**src/rtl/lane_ctrl_pkg.sv**
```systemverilog
// Shared types and constants for the per-lane receive bring-up controller.
package lane_ctrl_pkg;

    typedef enum logic [2:0] {
        RESET_DEC  = 3'd0,
        WAIT_XCVR  = 3'd1,
        WAIT_LOCK  = 3'd2,
        FIND_SYNC  = 3'd3,
        CHECK_SYNC = 3'd4,
        ALIGNED    = 3'd5,
        PASSTHRU   = 3'd6
    } lane_state_e;

    localparam logic [63:0] SYNC_WORD         = 64'h78F6_78F6_78F6_78F6;
    localparam logic [5:0]  SCRAM_BLOCK_TYPE  = 6'b001010;
    localparam logic [1:0]  HDR_CTRL          = 2'b10;
    localparam int unsigned RESET_HOLD_CYCLES = 4;

endpackage

```
**src/rtl/lane_bringup_ctrl_if.sv**
```systemverilog
// Decoder-facing and CSR-facing signals of one lane bring-up controller.
interface lane_bringup_ctrl_if;

    logic        XCVR_READY;
    logic        PASSTHROUGH_REQ;
    logic        DEC_LOCKED;
    logic [1:0]  DEC_HEADER;
    logic [63:0] DEC_DATA;
    logic        DEC_RESET;
    logic        DEC_DATA_VALID;
    logic        DEC_PASSTHROUGH;
    logic        LANE_ALIGNED;
    logic        WORD_VALID;
    logic [2:0]  STATE_OUT;
    logic [7:0]  RELOCK_COUNT;
    logic [57:0] SCRAM_STATE;

    modport master (
        input  XCVR_READY, PASSTHROUGH_REQ, DEC_LOCKED, DEC_HEADER, DEC_DATA,
        output DEC_RESET, DEC_DATA_VALID, DEC_PASSTHROUGH, LANE_ALIGNED,
               WORD_VALID, STATE_OUT, RELOCK_COUNT, SCRAM_STATE
    );

    modport slave (
        output XCVR_READY, PASSTHROUGH_REQ, DEC_LOCKED, DEC_HEADER, DEC_DATA,
        input  DEC_RESET, DEC_DATA_VALID, DEC_PASSTHROUGH, LANE_ALIGNED,
               WORD_VALID, STATE_OUT, RELOCK_COUNT, SCRAM_STATE
    );

endinterface

```
**src/rtl/lane_sync_word_checker.sv**
```systemverilog
// Metaframe position counter, on-time sync compare and good/bad run counters.
// Optional scrambler-state check/capture under LANE_BRINGUP_SCRAM_CAPTURE_EN.
module lane_sync_word_checker
    import lane_ctrl_pkg::*;
#(
    parameter int unsigned METAFRAME_LEN = 2048,
    parameter int unsigned SYNC_GOOD     = 4,
    parameter int unsigned SYNC_BAD      = 4
) (
    input  logic        clk,
    input  logic        rst_n,
    input  logic [1:0]  dec_header,
    input  logic [63:0] dec_data,
    input  logic        load,
    input  logic        check_mode,
    input  logic        align_mode,
    output logic        sync_hit,
    output logic        match,
    output logic        miss,
    output logic        reached_good,
    output logic        reached_bad,
    output logic [57:0] scram_state
);

    localparam int unsigned     WC_W      = $clog2(METAFRAME_LEN);
    localparam logic [WC_W-1:0] WC_LAST   = WC_W'(METAFRAME_LEN - 1);
    localparam logic [2:0]      GOOD_LAST = 3'(SYNC_GOOD - 1);
    localparam logic [2:0]      BAD_LAST  = 3'(SYNC_BAD - 1);

    logic [WC_W-1:0] word_ctr_q, word_ctr_d;
    logic [2:0]      good_q, good_d;
    logic [2:0]      bad_q, bad_d;
    logic            active;
    logic            on_time;
    logic            scram_fail;

    assign active       = check_mode || align_mode;
    assign on_time      = (word_ctr_q == WC_LAST);
    assign sync_hit     = (dec_header == HDR_CTRL) && (dec_data == SYNC_WORD);
    assign match        = active && on_time && sync_hit;
    assign miss         = active && ((on_time && !sync_hit) || scram_fail);
    assign reached_good = (good_q == GOOD_LAST);
    assign reached_bad  = (bad_q == BAD_LAST);

`ifdef LANE_BRINGUP_SCRAM_CAPTURE_EN
    logic        scram_pend_q, scram_pend_d;
    logic [57:0] scram_state_q, scram_state_d;
    logic        scram_ok;

    // The word right after an accepted sync word must be a scrambler-state block.
    assign scram_ok   = (dec_header == HDR_CTRL) && (dec_data[63:58] == SCRAM_BLOCK_TYPE);
    assign scram_fail = active && scram_pend_q && !scram_ok;

    always_comb begin
        scram_pend_d  = load || match;
        scram_state_d = scram_state_q;
        if (active && scram_pend_q && scram_ok) begin
            scram_state_d = dec_data[57:0];
        end
    end

    always_ff @(posedge clk) begin
        if (!rst_n) begin
            scram_pend_q  <= 1'b0;
            scram_state_q <= '0;
        end else begin
            scram_pend_q  <= scram_pend_d;
            scram_state_q <= scram_state_d;
        end
    end

    assign scram_state = scram_state_q;
`else
    assign scram_fail  = 1'b0;
    assign scram_state = '0;
`endif

    always_comb begin
        word_ctr_d = word_ctr_q;
        good_d     = good_q;
        bad_d      = bad_q;
        if (load) begin
            word_ctr_d = '0;
            good_d     = 3'd1;
        end else if (active) begin
            word_ctr_d = on_time ? '0 : word_ctr_q + 1'b1;
        end
        if (check_mode && match) begin
            good_d = good_q + 3'd1;
            if (reached_good) begin
                bad_d = 3'd0;
            end
        end
        if (align_mode) begin
            if (match) begin
                bad_d = 3'd0;
            end else if (miss) begin
                bad_d = bad_q + 3'd1;
            end
        end
    end

    always_ff @(posedge clk) begin
        if (!rst_n) begin
            word_ctr_q <= '0;
            good_q     <= 3'd0;
            bad_q      <= 3'd0;
        end else begin
            word_ctr_q <= word_ctr_d;
            good_q     <= good_d;
            bad_q      <= bad_d;
        end
    end

endmodule

```
**src/rtl/lane_bringup_ctrl.sv**
```systemverilog
// Per-lane receive bring-up FSM: decoder reset, word-lock wait, metaframe alignment.
// Define LANE_BRINGUP_SCRAM_CAPTURE_EN to check and capture the scrambler state word.
module lane_bringup_ctrl
    import lane_ctrl_pkg::*;
#(
    parameter int unsigned METAFRAME_LEN = 2048,
    parameter int unsigned LOCK_TIMEOUT  = 4096,
    parameter int unsigned SYNC_GOOD     = 4,
    parameter int unsigned SYNC_BAD      = 4
) (
    input  logic                USER_CLK,
    input  logic                SYSTEM_RESET_N,
    lane_bringup_ctrl_if.master lane
);

    localparam int unsigned      TMR_W     = $clog2(LOCK_TIMEOUT);
    localparam logic [TMR_W-1:0] TMR_LAST  = TMR_W'(LOCK_TIMEOUT - 1);
    localparam logic [1:0]       HOLD_LAST = 2'(RESET_HOLD_CYCLES - 1);

    lane_state_e      state_q, state_d;
    logic [1:0]       hold_q, hold_d;
    logic [TMR_W-1:0] timer_q, timer_d;
    logic [7:0]       relock_q, relock_d;
    logic             dec_reset_q, dec_reset_d;
    logic             data_valid_q, data_valid_d;
    logic             passthrough_q, passthrough_d;
    logic             aligned_q, aligned_d;
    logic             sync_ok, load, check_mode, align_mode;
    logic             sync_hit, match, miss, reached_good, reached_bad;

    // Sync-word logic only acts when no higher-priority condition is present.
    assign sync_ok    = !lane.PASSTHROUGH_REQ && lane.XCVR_READY && lane.DEC_LOCKED;
    assign load       = (state_q == FIND_SYNC) && sync_ok && sync_hit;
    assign check_mode = (state_q == CHECK_SYNC) && sync_ok;
    assign align_mode = (state_q == ALIGNED) && sync_ok;

    lane_sync_word_checker #(
        .METAFRAME_LEN (METAFRAME_LEN),
        .SYNC_GOOD     (SYNC_GOOD),
        .SYNC_BAD      (SYNC_BAD)
    ) u_checker (
        .clk          (USER_CLK),
        .rst_n        (SYSTEM_RESET_N),
        .dec_header   (lane.DEC_HEADER),
        .dec_data     (lane.DEC_DATA),
        .load         (load),
        .check_mode   (check_mode),
        .align_mode   (align_mode),
        .sync_hit     (sync_hit),
        .match        (match),
        .miss         (miss),
        .reached_good (reached_good),
        .reached_bad  (reached_bad),
        .scram_state  (lane.SCRAM_STATE)
    );

    always_comb begin
        state_d  = state_q;
        relock_d = relock_q;
        if (lane.PASSTHROUGH_REQ) begin
            state_d = PASSTHRU;
        end else begin
            case (state_q)
                RESET_DEC: if (hold_q == HOLD_LAST) state_d = WAIT_XCVR;
                WAIT_XCVR: if (lane.XCVR_READY) state_d = WAIT_LOCK;
                WAIT_LOCK: begin
                    if (!lane.XCVR_READY) begin
                        state_d = RESET_DEC;
                    end else if (lane.DEC_LOCKED) begin
                        state_d = FIND_SYNC;
                    end else if (timer_q == TMR_LAST) begin
                        state_d = RESET_DEC;
                        if (relock_q != 8'hFF) relock_d = relock_q + 8'd1;
                    end
                end
                FIND_SYNC, CHECK_SYNC, ALIGNED: begin
                    if (!lane.XCVR_READY) begin
                        state_d = RESET_DEC;
                    end else if (!lane.DEC_LOCKED) begin
                        state_d = WAIT_LOCK;
                    end else if (state_q == FIND_SYNC) begin
                        if (sync_hit) state_d = CHECK_SYNC;
                    end else if (state_q == CHECK_SYNC) begin
                        if (match && reached_good) state_d = ALIGNED;
                        else if (miss)             state_d = FIND_SYNC;
                    end else if (miss && reached_bad) begin
                        state_d = FIND_SYNC;
                    end
                end
                default: state_d = RESET_DEC;
            endcase
        end

        // Hold and lock timers restart whenever their state is (re)entered.
        hold_d  = (state_q == RESET_DEC && state_d == RESET_DEC) ? hold_q + 2'd1 : 2'd0;
        timer_d = (state_q == WAIT_LOCK && state_d == WAIT_LOCK) ? timer_q + 1'b1 : '0;

        dec_reset_d   = (state_d == RESET_DEC);
        passthrough_d = (state_d == PASSTHRU);
        aligned_d     = (state_d == ALIGNED);
        data_valid_d  = (state_d == PASSTHRU) ? lane.XCVR_READY :
                        (state_d == WAIT_LOCK || state_d == FIND_SYNC ||
                         state_d == CHECK_SYNC || state_d == ALIGNED);
    end

    always_ff @(posedge USER_CLK) begin
        if (!SYSTEM_RESET_N) begin
            state_q       <= RESET_DEC;
            hold_q        <= 2'd0;
            timer_q       <= '0;
            relock_q      <= 8'd0;
            dec_reset_q   <= 1'b1;
            data_valid_q  <= 1'b0;
            passthrough_q <= 1'b0;
            aligned_q     <= 1'b0;
        end else begin
            state_q       <= state_d;
            hold_q        <= hold_d;
            timer_q       <= timer_d;
            relock_q      <= relock_d;
            dec_reset_q   <= dec_reset_d;
            data_valid_q  <= data_valid_d;
            passthrough_q <= passthrough_d;
            aligned_q     <= aligned_d;
        end
    end

    assign lane.DEC_RESET       = dec_reset_q;
    assign lane.DEC_DATA_VALID  = data_valid_q;
    assign lane.DEC_PASSTHROUGH = passthrough_q;
    assign lane.LANE_ALIGNED    = aligned_q;
    assign lane.WORD_VALID      = aligned_q;
    assign lane.STATE_OUT       = state_q;
    assign lane.RELOCK_COUNT    = relock_q;

endmodule
```
**src/flat_wrapper.sv**
```systemverilog
// flat-port wrapper written by rule: the top's interface ports become plain ports
module lane_bringup_ctrl_flat import lane_ctrl_pkg::*;
#(
    parameter int unsigned METAFRAME_LEN = 2048,
    parameter int unsigned LOCK_TIMEOUT  = 4096,
    parameter int unsigned SYNC_GOOD     = 4,
    parameter int unsigned SYNC_BAD      = 4
)
  (USER_CLK, SYSTEM_RESET_N, lane_XCVR_READY, lane_PASSTHROUGH_REQ, lane_DEC_LOCKED, lane_DEC_HEADER, lane_DEC_DATA, lane_DEC_RESET, lane_DEC_DATA_VALID, lane_DEC_PASSTHROUGH, lane_LANE_ALIGNED, lane_WORD_VALID, lane_STATE_OUT, lane_RELOCK_COUNT, lane_SCRAM_STATE);
  lane_bringup_ctrl_if lane_i ();
  input  logic USER_CLK;
  input  logic SYSTEM_RESET_N;
  input wire logic [$bits(lane_i.XCVR_READY)-1:0] lane_XCVR_READY;
  input wire logic [$bits(lane_i.PASSTHROUGH_REQ)-1:0] lane_PASSTHROUGH_REQ;
  input wire logic [$bits(lane_i.DEC_LOCKED)-1:0] lane_DEC_LOCKED;
  input wire logic [$bits(lane_i.DEC_HEADER)-1:0] lane_DEC_HEADER;
  input wire logic [$bits(lane_i.DEC_DATA)-1:0] lane_DEC_DATA;
  output wire logic [$bits(lane_i.DEC_RESET)-1:0] lane_DEC_RESET;
  output wire logic [$bits(lane_i.DEC_DATA_VALID)-1:0] lane_DEC_DATA_VALID;
  output wire logic [$bits(lane_i.DEC_PASSTHROUGH)-1:0] lane_DEC_PASSTHROUGH;
  output wire logic [$bits(lane_i.LANE_ALIGNED)-1:0] lane_LANE_ALIGNED;
  output wire logic [$bits(lane_i.WORD_VALID)-1:0] lane_WORD_VALID;
  output wire logic [$bits(lane_i.STATE_OUT)-1:0] lane_STATE_OUT;
  output wire logic [$bits(lane_i.RELOCK_COUNT)-1:0] lane_RELOCK_COUNT;
  output wire logic [$bits(lane_i.SCRAM_STATE)-1:0] lane_SCRAM_STATE;
  assign lane_i.XCVR_READY = lane_XCVR_READY;
  assign lane_i.PASSTHROUGH_REQ = lane_PASSTHROUGH_REQ;
  assign lane_i.DEC_LOCKED = lane_DEC_LOCKED;
  assign lane_i.DEC_HEADER = lane_DEC_HEADER;
  assign lane_i.DEC_DATA = lane_DEC_DATA;
  assign lane_DEC_RESET = lane_i.DEC_RESET;
  assign lane_DEC_DATA_VALID = lane_i.DEC_DATA_VALID;
  assign lane_DEC_PASSTHROUGH = lane_i.DEC_PASSTHROUGH;
  assign lane_LANE_ALIGNED = lane_i.LANE_ALIGNED;
  assign lane_WORD_VALID = lane_i.WORD_VALID;
  assign lane_STATE_OUT = lane_i.STATE_OUT;
  assign lane_RELOCK_COUNT = lane_i.RELOCK_COUNT;
  assign lane_SCRAM_STATE = lane_i.SCRAM_STATE;
  lane_bringup_ctrl #(.METAFRAME_LEN(METAFRAME_LEN), .LOCK_TIMEOUT(LOCK_TIMEOUT), .SYNC_GOOD(SYNC_GOOD), .SYNC_BAD(SYNC_BAD)) u_core (.USER_CLK(USER_CLK), .SYSTEM_RESET_N(SYSTEM_RESET_N), .lane(lane_i));
endmodule
```
**config.mk**
```make
export PLATFORM = sky130hd
export DESIGN_NAME = lane_bringup_ctrl_flat
export DESIGN_NICKNAME = d
export VERILOG_FILES = /design/src/rtl/lane_ctrl_pkg.sv /design/src/rtl/lane_bringup_ctrl_if.sv /design/src/rtl/lane_sync_word_checker.sv /design/src/rtl/lane_bringup_ctrl.sv /design/src/flat_wrapper.sv
export SDC_FILE = /design/constraint.sdc
export NUM_CORES = 1
export LEC_CHECK = 0
export ABC_AREA = 1
export BUFFER_PORTS_ARGS = -buffer_cell sky130_fd_sc_hd__buf_4
export CORE_MARGIN = 2
export CORE_UTILIZATION = 40
export DETAILED_ROUTE_END_ITERATION = 12
export GPL_ROUTABILITY_DRIVEN = 0
export PLACE_DENSITY = 0.8
export SYNTH_ARGS = -nofsm -noshare
export SYNTH_HDL_FRONTEND = slang
export SYNTH_SLANG_ARGS = --single-unit
```
**constraint.sdc**
```tcl
create_clock -name USER_CLK -period 6.3 [get_ports USER_CLK]
set_input_delay 1.26 -clock USER_CLK [delete_from_list [all_inputs] [get_ports USER_CLK]]
set_output_delay 1.26 -clock USER_CLK [all_outputs]
set_load 0.05 [all_outputs]
```
==> impl_metrics.xml, run 1 <==
<?xml version="1.0" encoding="UTF-8"?>
<metrics>
  <group name="outcome">
    <metric name="outcome" unit="">complete, no violations</metric>
  </group>
  <group name="hold_path">
    <metric name="worstHoldPathType" unit="">flip-flop to flip-flop</metric>
  </group>
  <group name="placement">
    <metric name="port_buffers" unit="">86</metric>
    <metric name="postPlaceCellArea" unit="sq mm">0.00368</metric>
    <metric name="hpwl_after_dpl" unit="um">5580</metric>
  </group>
  <group name="yosys">
    <metric name="syn-cell-area" unit="sq mm">0.00316</metric>
    <metric name="postSynthAreaPerCell" unit="sq um">6.81</metric>
    <metric name="yosys.area.top_type" unit="">sky130_fd_sc_hd__dfxtp_1</metric>
    <metric name="postSynthCellCount" unit="">464</metric>
    <metric name="synth.area.top_cells" unit="">sky130_fd_sc_hd__dfxtp_1 29%, sky130_fd_sc_hd__buf_4 14%, sky130_fd_sc_hd__nand2_1 9.1%</metric>
    <metric name="synthDominantCellAreaShare" unit="%">29.1</metric>
    <metric name="ys.warnings.count" unit="">0</metric>
    <metric name="synth.yosys.seq_area_share" unit="%">29.1</metric>
    <metric name="post_synth_num_cell_types" unit="">37</metric>
    <metric name="number_of_storage_elements_in_the_synthesis_netlist" unit="">46</metric>
  </group>
  <group name="timing">
    <metric name="final-setup-viol-count" unit="">0</metric>
    <metric name="rsz_0062_raised_after_global_routing" unit="">no</metric>
    <metric name="timing_hold_violations_final" unit="">0</metric>
    <metric name="timing.setup.tns" unit="ns">0</metric>
    <metric name="fmax" unit="GHz">0.316</metric>
    <metric name="finalCritPeriodShare" unit="%">50.3</metric>
    <metric name="final_period_minus_worst_setup_slack" unit="ns">3.17</metric>
    <metric name="slew_viol_final" unit="">0</metric>
    <metric name="hold_ws" unit="ns">0.424</metric>
    <metric name="clock_skew" unit="ns">0.00474</metric>
  </group>
  <group name="critical_path">
    <metric name="start_kind" unit="">input port</metric>
    <metric name="critical_path.top_delay_family" unit="">simple AND/OR/NAND/NOR gates</metric>
    <metric name="crit_path_start" unit="">lane_PASSTHROUGH_REQ</metric>
    <metric name="timing.reg2reg.setup_slack" unit="ns">3.75</metric>
    <metric name="timing.critical_path.buf_inv" unit="">3</metric>
    <metric name="worst_ep_required_time" unit="ns">6.53</metric>
    <metric name="critPathMostFrequentCell" unit="">sky130_fd_sc_hd__nand2_2</metric>
    <metric name="worstPathArrival" unit="ns">3.39</metric>
    <metric name="crit_path_cell_chain" unit="">buf_4 &gt; inv_2 &gt; nand3_4 &gt; nor2_4 &gt; nand2_2 &gt; nor2_4 &gt; nand2_2 &gt; nor2_4 &gt; nand2_2 &gt; o21ai_2 &gt; nand2_2 &gt; a21oi_4 &gt; inv_2 &gt; nor3_2 &gt; nand3_2 &gt; nor2_2</metric>
    <metric name="reg_to_reg_critical_path_startpoint" unit="">u_core.timer_q[0]$_SDFF_PN0_</metric>
    <metric name="critical-path-slowest-cell" unit="">sky130_fd_sc_hd__nand3_2</metric>
    <metric name="worst-path-stages" unit="">16</metric>
    <metric name="worstPathMaxFanout" unit="">12</metric>
    <metric name="timing.reg2reg.worst_path_depth" unit="">13</metric>
    <metric name="max_stage_delay" unit="ns">0.33</metric>
    <metric name="critical_path_class" unit="">input port to flip-flop</metric>
    <metric name="timing.rr.end" unit="">u_core.lane.RELOCK_COUNT[5]$_SDFFE_PN0P_</metric>
    <metric name="worst_setup_path_endpoint" unit="">u_core.timer_q[11]$_SDFF_PN0_</metric>
    <metric name="worst_setup_path_end_kind" unit="">flip-flop</metric>
  </group>
  <group name="cts">
    <metric name="clk_pin_slew_worst_paths" unit="ns">0.08</metric>
    <metric name="tritoncts_num_sinks" unit="">46</metric>
    <metric name="postCtsSetupRepairBufs" unit="">0</metric>
    <metric name="tritoncts_clock_tree" unit="">done</metric>
    <metric name="cts_buffer_depth" unit="">2</metric>
    <metric name="h_tree_level_count" unit="">2</metric>
    <metric name="clk_latency" unit="ns">0.29</metric>
    <metric name="post_cts_resized" unit="">0</metric>
    <metric name="cts-hold-fix-buffers" unit="">0</metric>
    <metric name="clock-root-buffer" unit="">sky130_fd_sc_hd__clkbuf_8</metric>
    <metric name="tritoncts.num_buffers" unit="">5</metric>
  </group>
  <group name="detailed_routing">
    <metric name="drtIter0Drc" unit="">118</metric>
    <metric name="top_layer_used" unit="">met4</metric>
    <metric name="drt_first_pass_iters" unit="">5</metric>
    <metric name="drc_errors" unit="">0</metric>
    <metric name="final_antenna_net_count" unit="">0</metric>
    <metric name="met3RoutedLength" unit="um">287</metric>
    <metric name="dr_total_vias" unit="">2934</metric>
    <metric name="met2_length" unit="um">3440</metric>
    <metric name="route.detailed.wl_per_inst" unit="um">10.2</metric>
    <metric name="wl_met1" unit="um">2880</metric>
    <metric name="routed_wl" unit="um">6680</metric>
    <metric name="route.detailed.vias_per_inst" unit="">4.49</metric>
  </group>
  <group name="grt">
    <metric name="grt_util_all_layers" unit="%">15.7</metric>
    <metric name="grt_overflow_total" unit="">0</metric>
    <metric name="grt_max_degree" unit="">14</metric>
    <metric name="wire_length_of_the_first_global_routing_pass" unit="um">11300</metric>
    <metric name="first_global_vias" unit="">2671</metric>
    <metric name="initial_antenna_violation_count" unit="">0</metric>
  </group>
  <group name="floorplanning">
    <metric name="design.portCount" unit="">145</metric>
    <metric name="die-area" unit="sq mm">0.00863</metric>
    <metric name="placement_rows" unit="">32</metric>
    <metric name="start_util" unit="%">41.1</metric>
    <metric name="floorplan.die.height" unit="um">92.9</metric>
    <metric name="floorplan.die.width" unit="um">92.9</metric>
    <metric name="floorplan_core_area" unit="sq mm">0.00769</metric>
  </group>
  <group name="finish">
    <metric name="most_common_cell_after_layout_fill_and_taps_aside" unit="">sky130_fd_sc_hd__buf_4</metric>
    <metric name="layout.nets" unit="">630</metric>
    <metric name="drive_gt1_share" unit="%">21.9</metric>
    <metric name="stdcell_area" unit="sq mm">0.00377</metric>
    <metric name="postLayoutCoreUtil" unit="%">49.1</metric>
    <metric name="fillerInstances" unit="">738</metric>
    <metric name="layout.cells.most_common_list" unit="">86 x sky130_fd_sc_hd__buf_4, 77 x sky130_fd_sc_hd__nand2_1, 65 x sky130_fd_sc_hd__nor2_1, 61 x sky130_fd_sc_hd__inv_1, 58 x sky130_fd_sc_hd__conb_1</metric>
    <metric name="layout-area-overhead-vs-synth" unit="%">19.3</metric>
    <metric name="insertedDiodeCount" unit="">0</metric>
  </group>
  <group name="power">
    <metric name="powerDensity" unit="mW/mm^2">170</metric>
    <metric name="intPower" unit="mW">0.424</metric>
    <metric name="power.combinational.fraction" unit="%">25.4</metric>
    <metric name="max-vdd-ir-drop" unit="mV">0.118</metric>
    <metric name="pwr-share-clk" unit="%">28.3</metric>
    <metric name="cellLeakagePower" unit="nW">1.78</metric>
    <metric name="net_switching_power_of_the_design" unit="mW">0.216</metric>
    <metric name="fin_total_pwr" unit="mW">0.640</metric>
    <metric name="sequentialPowerShare" unit="%">46.3</metric>
    <metric name="power.switching_fraction" unit="%">33.7</metric>
  </group>
  <group name="flow_run">
    <metric name="drv.max_cap_violation_count" unit="">0</metric>
  </group>
</metrics>
[layer usage]
layer  global-route usage [%]  vias to the layer above
met5                        0                        -
met4                     4.78                        0
met3                     2.36                        6
met2                     27.8                       76
met1                     19.6                     1313
li1                         -                     1539
[worst min-delay path by stage]
| stage | slack (ns) | cells past startpoint | from | to |
|---|---|---|---|---|
| after floorplan | 0.40 | 1 | u_core.hold_q[0]$_SDFF_PN0_ | u_core.hold_q[0]$_SDFF_PN0_ |
| after global placement | 0.41 | 1 | u_core.hold_q[0]$_SDFF_PN0_ | u_core.hold_q[0]$_SDFF_PN0_ |
| after detailed placement | 0.42 | 1 | u_core.hold_q[0]$_SDFF_PN0_ | u_core.hold_q[0]$_SDFF_PN0_ |
| after CTS | 0.43 | 1 | u_core.hold_q[0]$_SDFF_PN0_ | u_core.hold_q[0]$_SDFF_PN0_ |
| after global routing | 0.45 | 1 | u_core.hold_q[0]$_SDFF_PN0_ | u_core.hold_q[0]$_SDFF_PN0_ |
| final | 0.42 | 1 | u_core.hold_q[0]$_SDFF_PN0_ | u_core.hold_q[0]$_SDFF_PN0_ |
[cells in the mapped netlist (all sizes together)]
| cell | number |
|---|---|
| nor2 | 78 |
| buf | 61 |
| conb | 1 |
| xor2 | 9 |
| o21a | 1 |
| nor3 | 11 |
| ha | 8 |
| nand2 | 82 |
| nand3 | 27 |
| and3 | 1 |
| nand3b | 3 |
| clkbuf | 2 |
| nor3b | 1 |
| a211oi | 4 |
| o221a | 1 |
| xnor2 | 4 |
| nand4 | 20 |
| o21ai | 7 |
| inv | 65 |
| or2 | 2 |
| clkinv | 2 |
| a21o | 1 |
| nor4 | 6 |
| a31oi | 1 |
| dfxtp | 46 |
| a21oi | 20 |
[state kept, by name, indices dropped and copies added, names as in the netlist]
register and count:
u_core.hold_q 2, u_core.lane.DEC_DATA_VALID 1, u_core.lane.DEC_PASSTHROUGH 1, u_core.lane.DEC_RESET 1, u_core.lane.LANE_ALIGNED 1, u_core.lane.RELOCK_COUNT 8, u_core.lane.STATE_OUT 3, u_core.timer_q 12
u_core.u_checker.bad_q 3, u_core.u_checker.good_q 3, u_core.u_checker.word_ctr_q 11
[power by group through the flow]
stage          logic (mW)  clock network, mW  registers [mW]
2_1_floorplan       0.135                  0           0.310
3_3_place_gp        0.160                  0           0.303
3_5_place_dp        0.162                  0           0.303
4_1_cts             0.162              0.188           0.296
5_1_grt             0.174              0.198           0.297
6_report            0.163              0.181           0.296
[stage by stage]
stage,worst slack (ns),std cells
2_1_floorplan,3.36,521
3_3_place_gp,2.97,646
3_5_place_dp,2.82,646
4_1_cts,3.13,654
5_1_grt,2.91,654
6_report,3.13,654
[area by class of cell]
type / count / area (sq um) / share of cell area, %
well taps: 102 / 128 / 3.38
clock buffers: 7 / 86.3 / 2.29
inverters: 67 / 251 / 6.67
repair buffers: 86 / 646 / 17.1
flip-flops and latches: 46 / 921 / 24.4
multi-input cells: 345 / 1730 / 46.0
clock inverters: 1 / 5.00 / 0.133
[kinds of logic (layout without fill, tap and decap cells)]
group | after synthesis | count (layout) | synth area share, %
AO/OA/AOI/OAI | 35 | 35 | 6.73
buffers and inverters | 130 | 161 | 22.8
AND/OR/NAND/NOR | 231 | 231 | 34.5
adder cells (fa/ha/maj) | 8 | 8 | 3.17
XOR/XNOR | 13 | 13 | 3.60
flip-flops | 46 | 46 | 29.1
other | 1 | 58 | 0.119
(Power assumes the default switching activity.)
==> run 2, diff against run 1 <==
==> constraint.sdc (replaced) <==
create_clock -name USER_CLK -period 3.05 [get_ports USER_CLK]
set_input_delay 0.61 -clock USER_CLK [delete_from_list [all_inputs] [get_ports USER_CLK]]
set_output_delay 0.61 -clock USER_CLK [all_outputs]
set_load 0.05 [all_outputs]
==> impl_metrics.xml, run 2 (synthesis gave the netlist of run 1 again) <==
<?xml version="1.0" encoding="UTF-8"?>
<metrics>
  <group name="floorplanning">
    <metric name="start_util" unit="%">41.1</metric>
    <metric name="floorplan_core_area" unit="sq mm">0.00769</metric>
    <metric name="design.portCount" unit="">145</metric>
    <metric name="floorplan.die.width" unit="um">92.9</metric>
    <metric name="die-area" unit="sq mm">0.00863</metric>
    <metric name="placement_rows" unit="">32</metric>
    <metric name="floorplan.die.height" unit="um">92.9</metric>
  </group>
  <group name="cts">
    <metric name="clock-root-buffer" unit="">sky130_fd_sc_hd__clkbuf_8</metric>
    <metric name="postCtsSetupRepairBufs" unit="">0</metric>
    <metric name="clk_latency" unit="ns">0.30</metric>
    <metric name="cts_buffer_depth" unit="">2</metric>
    <metric name="post_cts_resized" unit="">0</metric>
    <metric name="h_tree_level_count" unit="">2</metric>
    <metric name="cts-hold-fix-buffers" unit="">0</metric>
    <metric name="tritoncts.num_buffers" unit="">5</metric>
    <metric name="tritoncts_clock_tree" unit="">done</metric>
    <metric name="clk_pin_slew_worst_paths" unit="ns">0.08</metric>
    <metric name="tritoncts_num_sinks" unit="">46</metric>
  </group>
  <group name="detailed_routing">
    <metric name="drt_first_pass_iters" unit="">5</metric>
    <metric name="drtIter0Drc" unit="">117</metric>
    <metric name="dr_total_vias" unit="">2972</metric>
    <metric name="drc_errors" unit="">0</metric>
    <metric name="route.detailed.wl_per_inst" unit="um">10.7</metric>
    <metric name="routed_wl" unit="um">6980</metric>
    <metric name="route.detailed.vias_per_inst" unit="">4.54</metric>
    <metric name="final_antenna_net_count" unit="">0</metric>
  </group>
  <group name="timing">
    <metric name="finalCritPeriodShare" unit="%">88.1</metric>
    <metric name="final_period_minus_worst_setup_slack" unit="ns">2.69</metric>
    <metric name="final-setup-viol-count" unit="">0</metric>
    <metric name="slew_viol_final" unit="">0</metric>
    <metric name="timing_hold_violations_final" unit="">0</metric>
    <metric name="rsz_0062_raised_after_global_routing" unit="">no</metric>
    <metric name="timing.setup.tns" unit="ns">0</metric>
    <metric name="fmax" unit="GHz">0.372</metric>
    <metric name="clock_skew" unit="ns">0.00490</metric>
  </group>
  <group name="finish">
    <metric name="layout-area-overhead-vs-synth" unit="%">19.4</metric>
    <metric name="max_ffs_per_register" unit="">12</metric>
    <metric name="stdcell_area" unit="sq mm">0.00377</metric>
    <metric name="insertedDiodeCount" unit="">0</metric>
    <metric name="most_common_cell_after_layout_fill_and_taps_aside" unit="">sky130_fd_sc_hd__buf_4</metric>
    <metric name="drive_gt1_share" unit="%">22.1</metric>
    <metric name="layout.cells.most_common_list" unit="">86 x sky130_fd_sc_hd__buf_4, 77 x sky130_fd_sc_hd__nand2_1, 65 x sky130_fd_sc_hd__nor2_1, 61 x sky130_fd_sc_hd__inv_1, 58 x sky130_fd_sc_hd__conb_1</metric>
    <metric name="top_register" unit="">u_core.timer_q</metric>
    <metric name="postLayoutCoreUtil" unit="%">49.1</metric>
    <metric name="layout.nets" unit="">630</metric>
    <metric name="fillerInstances" unit="">753</metric>
  </group>
  <group name="hold_path">
    <metric name="worstHoldPathType" unit="">flip-flop to flip-flop</metric>
  </group>
  <group name="critical_path">
    <metric name="worst_setup_path_end_kind" unit="">flip-flop</metric>
    <metric name="worstPathMaxFanout" unit="">6</metric>
    <metric name="max_stage_delay" unit="ns">0.38</metric>
    <metric name="worstPathArrival" unit="ns">2.89</metric>
    <metric name="start_kind" unit="">flip-flop</metric>
    <metric name="crit_path_cell_chain" unit="">ha_1 &gt; nand2_1 &gt; nor3_1 &gt; nand3_1 &gt; nor4_1 &gt; inv_1 &gt; nor3_2 &gt; nand4_1 &gt; nor2_1 &gt; nand2_1 &gt; clkinv_1 &gt; nor2_1 &gt; o21a_1</metric>
    <metric name="critical-path-slowest-cell" unit="">sky130_fd_sc_hd__nor4_1</metric>
    <metric name="worst_ep_required_time" unit="ns">3.25</metric>
    <metric name="critical_path_class" unit="">flip-flop to flip-flop</metric>
    <metric name="timing.critical_path.buf_inv" unit="">2</metric>
    <metric name="critical_path.top_delay_family" unit="">simple AND/OR/NAND/NOR gates</metric>
  </group>
  <group name="grt">
    <metric name="first_global_vias" unit="">2884</metric>
    <metric name="grt_util_all_layers" unit="%">16.6</metric>
    <metric name="wire_length_of_the_first_global_routing_pass" unit="um">11900</metric>
    <metric name="grt_overflow_total" unit="">0</metric>
    <metric name="initial_antenna_violation_count" unit="">0</metric>
    <metric name="grt_max_degree" unit="">15</metric>
  </group>
  <group name="power">
    <metric name="fin_total_pwr" unit="mW">1.34</metric>
    <metric name="max-vdd-ir-drop" unit="mV">0.230</metric>
    <metric name="powerDensity" unit="mW/mm^2">355</metric>
    <metric name="cellLeakagePower" unit="nW">1.78</metric>
  </group>
  <group name="outcome">
    <metric name="outcome" unit="">complete, no violations</metric>
  </group>
  <group name="placement">
    <metric name="postPlaceCellArea" unit="sq mm">0.00368</metric>
    <metric name="hpwl_after_dpl" unit="um">5720</metric>
    <metric name="port_buffers" unit="">86</metric>
  </group>
  <group name="flow_run">
    <metric name="drv.max_cap_violation_count" unit="">0</metric>
  </group>
</metrics>
==> run 2: where the power goes <==
group,internal (mW),switching (mW)
registers,0.606,0.00642
logic,0.0877,0.249
clock network,0.182,0.206
total,0.876,0.462
==> run 2: layout make-up <==
type | instances | area, sq um | area share [%]
Tap cell | 102 | 128 | 3.38
Clock inverter | 2 | 12.5 | 0.331
Clock buffer | 6 | 82.6 | 2.19
Multi-Input combinational cell | 345 | 1730 | 45.9
Inverter | 67 | 251 | 6.66
Timing Repair Buffer | 86 | 646 | 17.1
Sequential cell | 46 | 921 | 24.4
==> run 2: path summary, 6_finish.rpt <==
| check | slack (ns) | depth (start not counted) | end | start |
|---|---|---|---|---|
| worst max-delay path | 0.36 | 13 | u_core.lane.RELOCK_COUNT[5]$_SDFFE_PN0P_ | u_core.timer_q[0]$_SDFF_PN0_ |
| worst min-delay path | 0.42 | 1 | u_core.hold_q[0]$_SDFF_PN0_ | u_core.hold_q[0]$_SDFF_PN0_ |
| worst max register to register | 0.36 | 13 | u_core.lane.RELOCK_COUNT[5]$_SDFFE_PN0P_ | u_core.timer_q[0]$_SDFF_PN0_ |
| worst min register to register | 0.42 | 1 | u_core.hold_q[0]$_SDFF_PN0_ | u_core.hold_q[0]$_SDFF_PN0_ |
==> run 2: per-stage QoR <==
step | std cells | hold slack [ns] | setup WS (ns)
2_1_floorplan | 521 | 0.399 | 0.600
3_3_place_gp | 646 | 0.408 | 0.372
3_5_place_dp | 646 | 0.415 | 0.205
4_1_cts | 654 | 0.428 | 0.331
5_1_grt | 654 | 0.436 | 0.0707
6_report | 654 | 0.425 | 0.363
==> run 2: routing by layer <==
layer	routed length [um]	part of all wire [%]	GRT usage, %	vias to the layer above
met2	3630	52	30.1	101
met5	0	0	0	-
met4	121	1.7	5.64	0
met1	2900	41	19.7	1325
li1	-	-	-	1531
met3	339	4.9	3.01	15
